### src/rtl/spi_loader.sv
// SPI slave that turns 56-bit host frames into single-word AHB-Lite writes, then signals load-complete.
// Latency: 2 clk from the bit-56 sample to the address phase; backpressure: one-deep buffer, full drops and sets overflow.
module spi_loader #(
  parameter int          SYNC_STAGES = 2,
  parameter logic [7:0]  CMD_WRITE   = 8'hA5,
  parameter logic [7:0]  CMD_DONE    = 8'h5A
) (
  input  logic        clk,
  input  logic        reset,
  input  logic        sclk,
  input  logic        cs_n,
  input  logic        mosi,
  output logic        miso,
  output logic [31:0] spi_haddr,
  output logic [31:0] spi_hwdata,
  output logic        spi_hwrite,
  output logic [1:0]  spi_htrans,
  output logic [2:0]  spi_hsize,
  output logic [2:0]  spi_hburst,
  output logic [3:0]  spi_hprot,
  output logic        spi_hmastlock,
  input  logic        spi_hready,
  input  logic        spi_hresp,
  input  logic [31:0] spi_hrdata,
  output logic        SPI_change,
  output logic        busy,
  output logic        overflow,
  output logic        bus_error
);

  localparam logic [5:0] LAST_BIT = 6'd55;
  localparam logic [5:0] FRAME_BITS = 6'd56;
  localparam logic [1:0] HTRANS_IDLE = 2'b00;
  localparam logic [1:0] HTRANS_NONSEQ = 2'b10;

  typedef enum logic [1:0] {
    S_IDLE,
    S_ADDR,
    S_DATA,
    S_DONE
  } state_t;

  state_t state, state_nxt;

  logic [SYNC_STAGES-1:0] sclk_sync, cs_sync, mosi_sync;
  logic sclk_s, cs_s, mosi_s;
  logic sclk_q, cs_q;
  logic sclk_rise, sclk_fall, cs_fall;

  logic [5:0]  bit_cnt;
  logic [54:0] shift_sr;
  logic [55:0] frame_dat;
  logic        frame_vld;
  logic        wr_frame;
  logic        done_frame;

  logic        buf_vld;
  logic [15:0] buf_addr;
  logic [31:0] buf_dat;
  logic        buf_free;
  logic        done_req;

  logic [7:0]  status;
  logic [7:0]  tx_sr;

  logic        unused_hrdata;
  assign unused_hrdata = ^spi_hrdata;

  assign spi_hsize     = 3'b010;
  assign spi_hburst    = 3'b000;
  assign spi_hprot     = 4'b0011;
  assign spi_hmastlock = 1'b0;

  always_ff @(posedge clk or negedge reset) begin
    if (!reset) begin
      sclk_sync <= '0;
      cs_sync   <= '1;
      mosi_sync <= '0;
      sclk_q    <= 1'b0;
      cs_q      <= 1'b1;
    end else begin
      sclk_sync <= {sclk_sync[SYNC_STAGES-2:0], sclk};
      cs_sync   <= {cs_sync[SYNC_STAGES-2:0], cs_n};
      mosi_sync <= {mosi_sync[SYNC_STAGES-2:0], mosi};
      sclk_q    <= sclk_s;
      cs_q      <= cs_s;
    end
  end

  assign sclk_s    = sclk_sync[SYNC_STAGES-1];
  assign cs_s      = cs_sync[SYNC_STAGES-1];
  assign mosi_s    = mosi_sync[SYNC_STAGES-1];
  assign sclk_rise = sclk_s & ~sclk_q;
  assign sclk_fall = ~sclk_s & sclk_q;
  assign cs_fall   = ~cs_s & cs_q;

  // The counter saturates at 56 so trailing bits in a long frame are ignored.
  always_ff @(posedge clk or negedge reset) begin
    if (!reset) begin
      bit_cnt  <= '0;
      shift_sr <= '0;
    end else if (cs_s) begin
      bit_cnt <= '0;
    end else if (sclk_rise && (bit_cnt < FRAME_BITS)) begin
      bit_cnt  <= bit_cnt + 6'd1;
      shift_sr <= {shift_sr[53:0], mosi_s};
    end
  end

  assign frame_dat  = {shift_sr, mosi_s};
  assign frame_vld  = sclk_rise && !cs_s && (bit_cnt == LAST_BIT) && (state != S_DONE);
  assign wr_frame   = frame_vld && (frame_dat[55:48] == CMD_WRITE);
  assign done_frame = frame_vld && (frame_dat[55:48] == CMD_DONE);
  assign buf_free   = (state == S_DATA) && spi_hready;

  // A frame landing on the same cycle the buffer drains still counts as full.
  always_ff @(posedge clk or negedge reset) begin
    if (!reset) begin
      buf_vld   <= 1'b0;
      buf_addr  <= '0;
      buf_dat   <= '0;
      overflow  <= 1'b0;
      bus_error <= 1'b0;
      done_req  <= 1'b0;
    end else begin
      if (buf_free) begin
        buf_vld <= 1'b0;
      end
      if (wr_frame && !buf_vld) begin
        buf_vld  <= 1'b1;
        buf_addr <= frame_dat[47:32];
        buf_dat  <= frame_dat[31:0];
      end
      if (wr_frame && buf_vld) begin
        overflow <= 1'b1;
      end
      if (buf_free && spi_hresp) begin
        bus_error <= 1'b1;
      end
      if (done_frame) begin
        done_req <= 1'b1;
      end
    end
  end

  assign busy   = buf_vld;
  assign status = {5'b0, bus_error, overflow, buf_vld};

  // Bit 7 goes out at chip-select fall so it is valid before the first rising sclk.
  always_ff @(posedge clk or negedge reset) begin
    if (!reset) begin
      miso  <= 1'b0;
      tx_sr <= '0;
    end else if (cs_s) begin
      miso <= 1'b0;
    end else if (cs_fall) begin
      miso  <= status[7];
      tx_sr <= {status[6:0], 1'b0};
    end else if (sclk_fall) begin
      if (bit_cnt < 6'd8) begin
        miso  <= tx_sr[7];
        tx_sr <= {tx_sr[6:0], 1'b0};
      end else begin
        miso <= 1'b0;
      end
    end
  end

  always_ff @(posedge clk or negedge reset) begin
    if (!reset) begin
      state <= S_IDLE;
    end else begin
      state <= state_nxt;
    end
  end

  // Pending writes win over done_req so SPI_change never overtakes a write.
  always_comb begin
    state_nxt  = state;
    spi_htrans = HTRANS_IDLE;
    spi_haddr  = '0;
    spi_hwdata = '0;
    spi_hwrite = 1'b0;
    SPI_change = 1'b0;
    case (state)
      S_IDLE: begin
        if (buf_vld) begin
          state_nxt = S_ADDR;
        end else if (done_req) begin
          state_nxt  = S_DONE;
          SPI_change = 1'b1;
        end
      end
      S_ADDR: begin
        spi_htrans = HTRANS_NONSEQ;
        spi_hwrite = 1'b1;
        spi_haddr  = {16'h0000, buf_addr};
        if (spi_hready) begin
          state_nxt = S_DATA;
        end
      end
      S_DATA: begin
        spi_hwdata = buf_dat;
        if (spi_hready) begin
          state_nxt = S_IDLE;
        end
      end
      S_DONE: begin
        state_nxt = S_DONE;
      end
      default: begin
        state_nxt = S_IDLE;
      end
    endcase
  end

endmodule

### config.mk
export PLATFORM = sky130hd
export DESIGN_NAME = spi_loader
export DESIGN_NICKNAME = d
export VERILOG_FILES = /design/src/rtl/spi_loader.sv
export SDC_FILE = /design/constraint.sdc
export NUM_CORES = 1
export LEC_CHECK = 0
export CAP_MARGIN = 20
export CORE_MARGIN = 2
export CORE_UTILIZATION = 55
export CTS_CLUSTER_SIZE = 24
export DETAILED_ROUTE_END_ITERATION = 10
export GPL_ROUTABILITY_DRIVEN = 0
export PLACE_DENSITY = 0.86
export SLEW_MARGIN = 10
export SYNTH_ARGS = -nofsm -noshare
export SYNTH_HDL_FRONTEND = slang
export SYNTH_SLANG_ARGS = --single-unit
### constraint.sdc
create_clock -name clk -period 3.4 [get_ports clk]
set_input_delay 0.68 -clock clk [delete_from_list [all_inputs] [get_ports clk]]
set_output_delay 0.68 -clock clk [all_outputs]
set_load 0.01 [all_outputs]
==> results of run 1 <==
-- worst max path at each step --
stage	from	end	slack, ps	cells after the start
after CTS	state[1]	spi_haddr[0]	270	4
final	state[1]	spi_haddr[0]	310	4
after floorplan	state[1]	spi_haddr[10]	1510	4
after global routing	state[1]	spi_haddr[0]	140	4
after global placement	state[1]	spi_haddr[0]	900	4
after detailed placement	state[1]	spi_haddr[1]	840	4
-- final cells by class --
cell class                 instances  area [um^2]
multi-input combinational        262         2130
sequential                       131         3280
tap                              136          170
timing repair buffer              66          658
inverter                           4         15.0
clock inverter                     6         32.5
fill                             679         3390
clock buffer                      25          454
-- layer usage --
metal  vias to the layer above  share of wire, %
met4                         0               1.6
li1                       1506                 -
met1                      1643                43
met2                        74                50
met5                         -                 0
met3                        16               5.1
-- power groups by stage --
stage | clock, mW | sequential, mW | combinational [mW]
global route | 1.60 | 1.66 | 0.143
CTS | 1.53 | 1.65 | 0.131
detailed placement | 0 | 1.68 | 0.130
global placement | 0 | 1.68 | 0.124
finish | 1.51 | 1.66 | 0.127
floorplan | 0 | 1.66 | 0.110
-- critical path: cells and delay by family (launching register included) --
| kind | cells | cell delay, ps |
|---|---|---|
| AND/OR/NAND/NOR | 1 | 220 |
| flip-flops | 1 | 420 |
| buffers and inverters | 2 | 680 |
| adder cells (fa/ha/maj) | 1 | 560 |
-- cell families after synthesis --
group / share of synthesized area, %
and+or+nand+nor: 10.2
xor gates and xnor gates: 0.465
adders and majority gates: 1.33
other: 0.133
buffers and inverters: 6.06
AOI/OAI and AO/OA: 3.27
muxes: 20.5
DFF: 58.0
-- registers in the layout, indices dropped and copies added, names as in the netlist --
register	flops
buf_dat	32
busy	1
state	2
mosi_sync	2
tx_sr	7
sclk_q	1
bus_error	1
buf_addr	16
done_req	1
cs_q	1
overflow	1
sclk_sync	2
shift_sr	55
bit_cnt	6
miso	1
cs_sync	2
-- Yosys cell counts (all sizes together) --
master	count	area, um^2
o2bb2ai	3	26.3
xor2	2	17.5
dfstp	3	78.8
inv	4	15.0
and4bb	2	25.0
and2	49	307
xnor2	1	8.76
dfrtp	128	3200
a31oi	1	6.26
nand2b	2	12.5
nor2b	4	32.5
a21o	2	15.0
conb	2	7.51
a31o	1	8.76
o21bai	2	15.0
o21ai	7	35.0
o32ai	1	8.76
nor3	3	15.0
clkbuf	5	18.8
or2	2	12.5
nand3	5	25.0
mux2	103	1160
nand4	2	12.5
nor3b	1	7.51
nor4	1	21.3
or3	1	6.26
a21oi	2	10.0
o31ai	1	7.51
buf	41	309
a22oi	7	52.6
ha	6	75.1
nor2	9	36.3
nor4bb	2	20.0
nand2	12	45.0
-- metrics by stage --
| stage | utilization [%] | setup WS, ps | hold slack, ps |
|---|---|---|---|
| after global placement | 61.7 | 904 | 335 |
| after CTS | 66.5 | 272 | 173 |
| after detailed placement | 61.7 | 840 | 342 |
| after floorplan | - | 1510 | 331 |
| after global routing | 66.5 | 140 | 191 |
| final | 66.5 | 312 | 155 |
-- layout by cell type, fill, tap and decap left out, types with 3 or more instances in the layout --
master,Yosys,routed
a22oi_1,7,7
and2_1,49,49
buf_4,37,5
clkbuf_1,5,7
clkbuf_16,0,16
clkdlybuf4s50_1,0,60
clkinv_2,0,5
conb_1,2,28
dfrtp_1,128,128
dfstp_2,3,3
ha_1,6,6
inv_1,4,4
mux2_1,9,9
mux2_2,94,94
nand2_1,12,12
nand3_1,5,5
nor2_1,8,8
nor2b_1,3,3
nor3_1,3,3
o21ai_0,7,7
o2bb2ai_1,3,3
==> out/results.ini, run 1 <==
[status]
outcome=finished clean

[clock_tree]
cts_htree_levels=4
clkTransAtPathRegs_ps=60
cts_hold_buf=0
clockBufferDepth=2
cts_setup_buffers=0
root_buffer=clkbuf_8
cts_resized=0
cts_inserted_buffers=17
cts_tree=yes
cts_sinks=131
insertion_delay_ps=520

[floorplanning]
io_pins=122
die_area_um2=11100
rows=37
die_x_um=105
start_util_pct=55.8
die_y_um=105
placeableCoreArea_um2=10100

[synth]
syn_inst=417
syn_avg_cell_area_um2=13.6
synth_seq_area_share_pct=58.0
ys_ff_latch=131
syn-cell-area_um2=5660
yosys_warnings=0
synth.lib_cells_used.distinct=40

[final_layout]
antenna_cells=0
final_cell_area_um2=6750
drive_gt1_share_pct=26.9
final_cells=630
nets=527
area_growth_pct=19.3

[run]
cap_violations=0

[global_routing]
use_met1_pct=23.5
grt_pass1_wl_mm=16.0
track_usage_pct=18.5
grt-busiest-layer=met2
grt_max_degree=88
first_global_vias=3308
gr-total-overflow=0
grt_use_met2_pct=29.3
antenna_found_initial=0
met3_usage_pct=5.94

[place]
portBuffers=61
place_area_um2=6260
dp.cells=599
dp_hpwl_mm=5.89

[sta]
fin_worst_skew_ps=7.50
hold_viol_final=0
maxSlewViolCount=0
finalSetupViolations=0
tns_ps=0
clock.fmax_mhz=324
finalCritPeriodShare_pct=90.8
timing.slew.headroom_pct=53.5
rsz0062_at_grt=no
timing.final.crit_period_ps=3090
tightest_slew_ps=698

[power_and_ir_drop]
power_density_nw_per_um2=488
power.leakage_nw=3.25
p_total_mw=3.29
p_seq_share_pct=50.3
netSwitchingPower_mw=0.721
worst_ir_drop_vdd_v=0.000383
pwr-share-comb_pct=3.9
sw_frac_of_total_pct=21.9
pwr-share-clk_pct=45.9
intPower_mw=2.57

[setup_path]
worstPathCellList=inv_1, ha_1, and2_1, clkdlybuf4s50_1
startpoint_type=flop
slowest_stage=ha_1
crit_path_end_kind=output port
reg2regPathDepth=6
reg2reg_slack_ps=1330
required_ps=2720
arrival_ps=2410
path_max_fanout=20
timing.rr.end=buf_dat[29]
r2r_start=state[0]
slowest_delay_ps=560
criticalPathCategory=reg2out

[drt]
vias_per_cell=5.14
drt-initial-drc-count=186
detail-route-antenna-nets=0
drcViolationCount=0
vias=3239
finalWirelength_mm=9.55
dr.pass1.iters=6
wire_per_inst_um=15.2

[min_path]
hold_path_class=in2async

(Power assumes the default switching activity.)
==> run 2, diff against run 1 <==
--- a/config.mk
+++ b/config.mk
@@ -7,11 +7,12 @@
 export LEC_CHECK = 0
 export CAP_MARGIN = 20
 export CORE_MARGIN = 2
-export CORE_UTILIZATION = 55
+export CORE_UTILIZATION = 45
 export CTS_CLUSTER_SIZE = 24
 export DETAILED_ROUTE_END_ITERATION = 10
 export GPL_ROUTABILITY_DRIVEN = 0
-export PLACE_DENSITY = 0.86
+export PLACE_DENSITY = 0.72
+export SKIP_LAST_GASP = 1
 export SLEW_MARGIN = 10
 export SYNTH_ARGS = -nofsm -noshare
 export SYNTH_HDL_FRONTEND = slang
==> run 2 against run 1 <==
  * Die area is 21% higher
  * Design area up 3.0%
  * Clock-buffer cell count is 7 lower
  * Global-route usage fell by 2.5 points
  * Sequential share of layout area decreased by 1.4 points
  * Via count up 0.12%
  * Core utilization down 9.4 points
  * Critical path depth did not move
  * Critical path type unchanged
==> out/results.ini, run 2 (synthesis gave the netlist of run 1 again) <==
[status]
outcome=finished clean

[drt]
dr.pass1.iters=4
finalWirelength_mm=9.60
detail-route-antenna-nets=0
vias_per_cell=4.88
drcViolationCount=0
wire_per_inst_um=14.4
drt-initial-drc-count=160
vias=3243

[sta]
finalSetupViolations=0
timing.final.crit_period_ps=2910
timing.slew.headroom_pct=53.9
tightest_slew_ps=692
tns_ps=0
maxSlewViolCount=0
clock.fmax_mhz=343
fin_worst_skew_ps=7.12
finalCritPeriodShare_pct=85.6
rsz0062_at_grt=no
hold_viol_final=0

[clock_tree]
clkTransAtPathRegs_ps=50
cts_resized=0
insertion_delay_ps=410
cts_inserted_buffers=17
cts_sinks=131
cts_tree=yes
cts_htree_levels=4
root_buffer=clkbuf_16
clockBufferDepth=2
cts_hold_buf=0
cts_setup_buffers=0

[power_and_ir_drop]
intPower_mw=2.98
worst_ir_drop_vdd_v=0.000363
pwr-share-comb_pct=3.4
sw_frac_of_total_pct=20.4
power.leakage_nw=3.33
power_density_nw_per_um2=539
pwr-share-clk_pct=52.4
netSwitchingPower_mw=0.766
p_seq_share_pct=44.2

[final_layout]
final_cells=665
drive_gt1_share_pct=28.8
antenna_cells=0
largestRegisters=shift_sr (55), buf_dat (32), buf_addr (16)
layout_common_cells=dfrtp_1, mux2_2, clkdlybuf4s50_1
largest_reg_flops=55
largest-register=shift_sr
nets=529
layout_commonest_cell=dfrtp_1
area_growth_pct=22.9

[setup_path]
startpoint_type=flop
criticalPathCategory=reg2out
required_ps=2720
path_max_fanout=20
reg2regPathDepth=6
arrival_ps=2230
crit_path_end_kind=output port
slowest_delay_ps=570
slowest_stage=clkdlybuf4s50_1
worstPathCellList=inv_1, ha_1, and2_1, clkdlybuf4s50_1

[floorplanning]
start_util_pct=46.5
die_x_um=116
die_area_um2=13500
placeableCoreArea_um2=12200
rows=40
io_pins=122
die_y_um=116

[global_routing]
met3_usage_pct=4.41
first_global_vias=3378
grt_pass1_wl_mm=16.7
gr-total-overflow=0
use_met1_pct=20.8
grt-busiest-layer=met2
grt_max_degree=56
antenna_found_initial=0
track_usage_pct=16.1
grt_use_met2_pct=25.4

[place]
dp_hpwl_mm=6.07
dp.cells=633
portBuffers=61

[min_path]
hold_path_class=in2async

[run]
cap_violations=0

-- run 2: cell type report --
cell class              count  area (um^2)
fillers                   990         5210
flip-flops and latches    131         3280
well taps                 168          210
clock buffers              18          439
repair buffers             68          661
inverters                   4         15.0
clock inverters            14          210
multi-input cells         262         2130
-- run 2: worst paths after layout --
kind / start / end / slack (ps)
setup / recovery: state[1] / spi_haddr[0] / 490
min in group clk: cs_sync[0] / cs_sync[1] / 360
setup reg to reg: state[0] / buf_dat[8] / 1310
hold reg to reg: cs_sync[0] / cs_sync[1] / 360
hold / removal: reset / mosi_sync[1] / 300
max in group asynchronous: reset / shift_sr[17] / 2230
-- run 2: per-layer routing --
layer  routed length (um)  part of all wire, %  vias up
li1                     -                    -     1516
met1                 4330                   45     1626
met2                 4660                   49       87
met3                  438                  4.6       14
met4                  170                  1.8        0
met5                    0                    0        -
-- run 2: power by group through the flow --
stage	Sequential, mW	Clock (mW)	Combinational, mW
6_report	1.66	1.97	0.128
3_5_place_dp	1.68	0	0.130
4_1_cts	1.66	2.01	0.131
2_1_floorplan	1.66	0	0.110
3_3_place_gp	1.68	0	0.125
5_1_grt	1.66	2.08	0.147
-- run 2: stage by stage --
stage / hold slack (ps) / utilization, % / worst slack (ps) / area [um^2] / total power, mW
2_1_floorplan: 331 / - / 1510 / 5750 / 1.77
4_1_cts: 315 / 57.2 / 421 / 6950 / 3.79
3_5_place_dp: 347 / 51.8 / 878 / 6300 / 1.81
6_report: 299 / 57.2 / 488 / 6950 / 3.75
3_3_place_gp: 334 / 51.8 / 924 / 6300 / 1.80
5_1_grt: 347 / 57.2 / 316 / 6950 / 3.89
-- run 2: worst max-delay path, delay by kind of cell (launching register included) --
family	cells	cell delay (ps)
fa+ha+maj	1	520
flops	1	410
buf+inv	2	680
simple gates	1	220
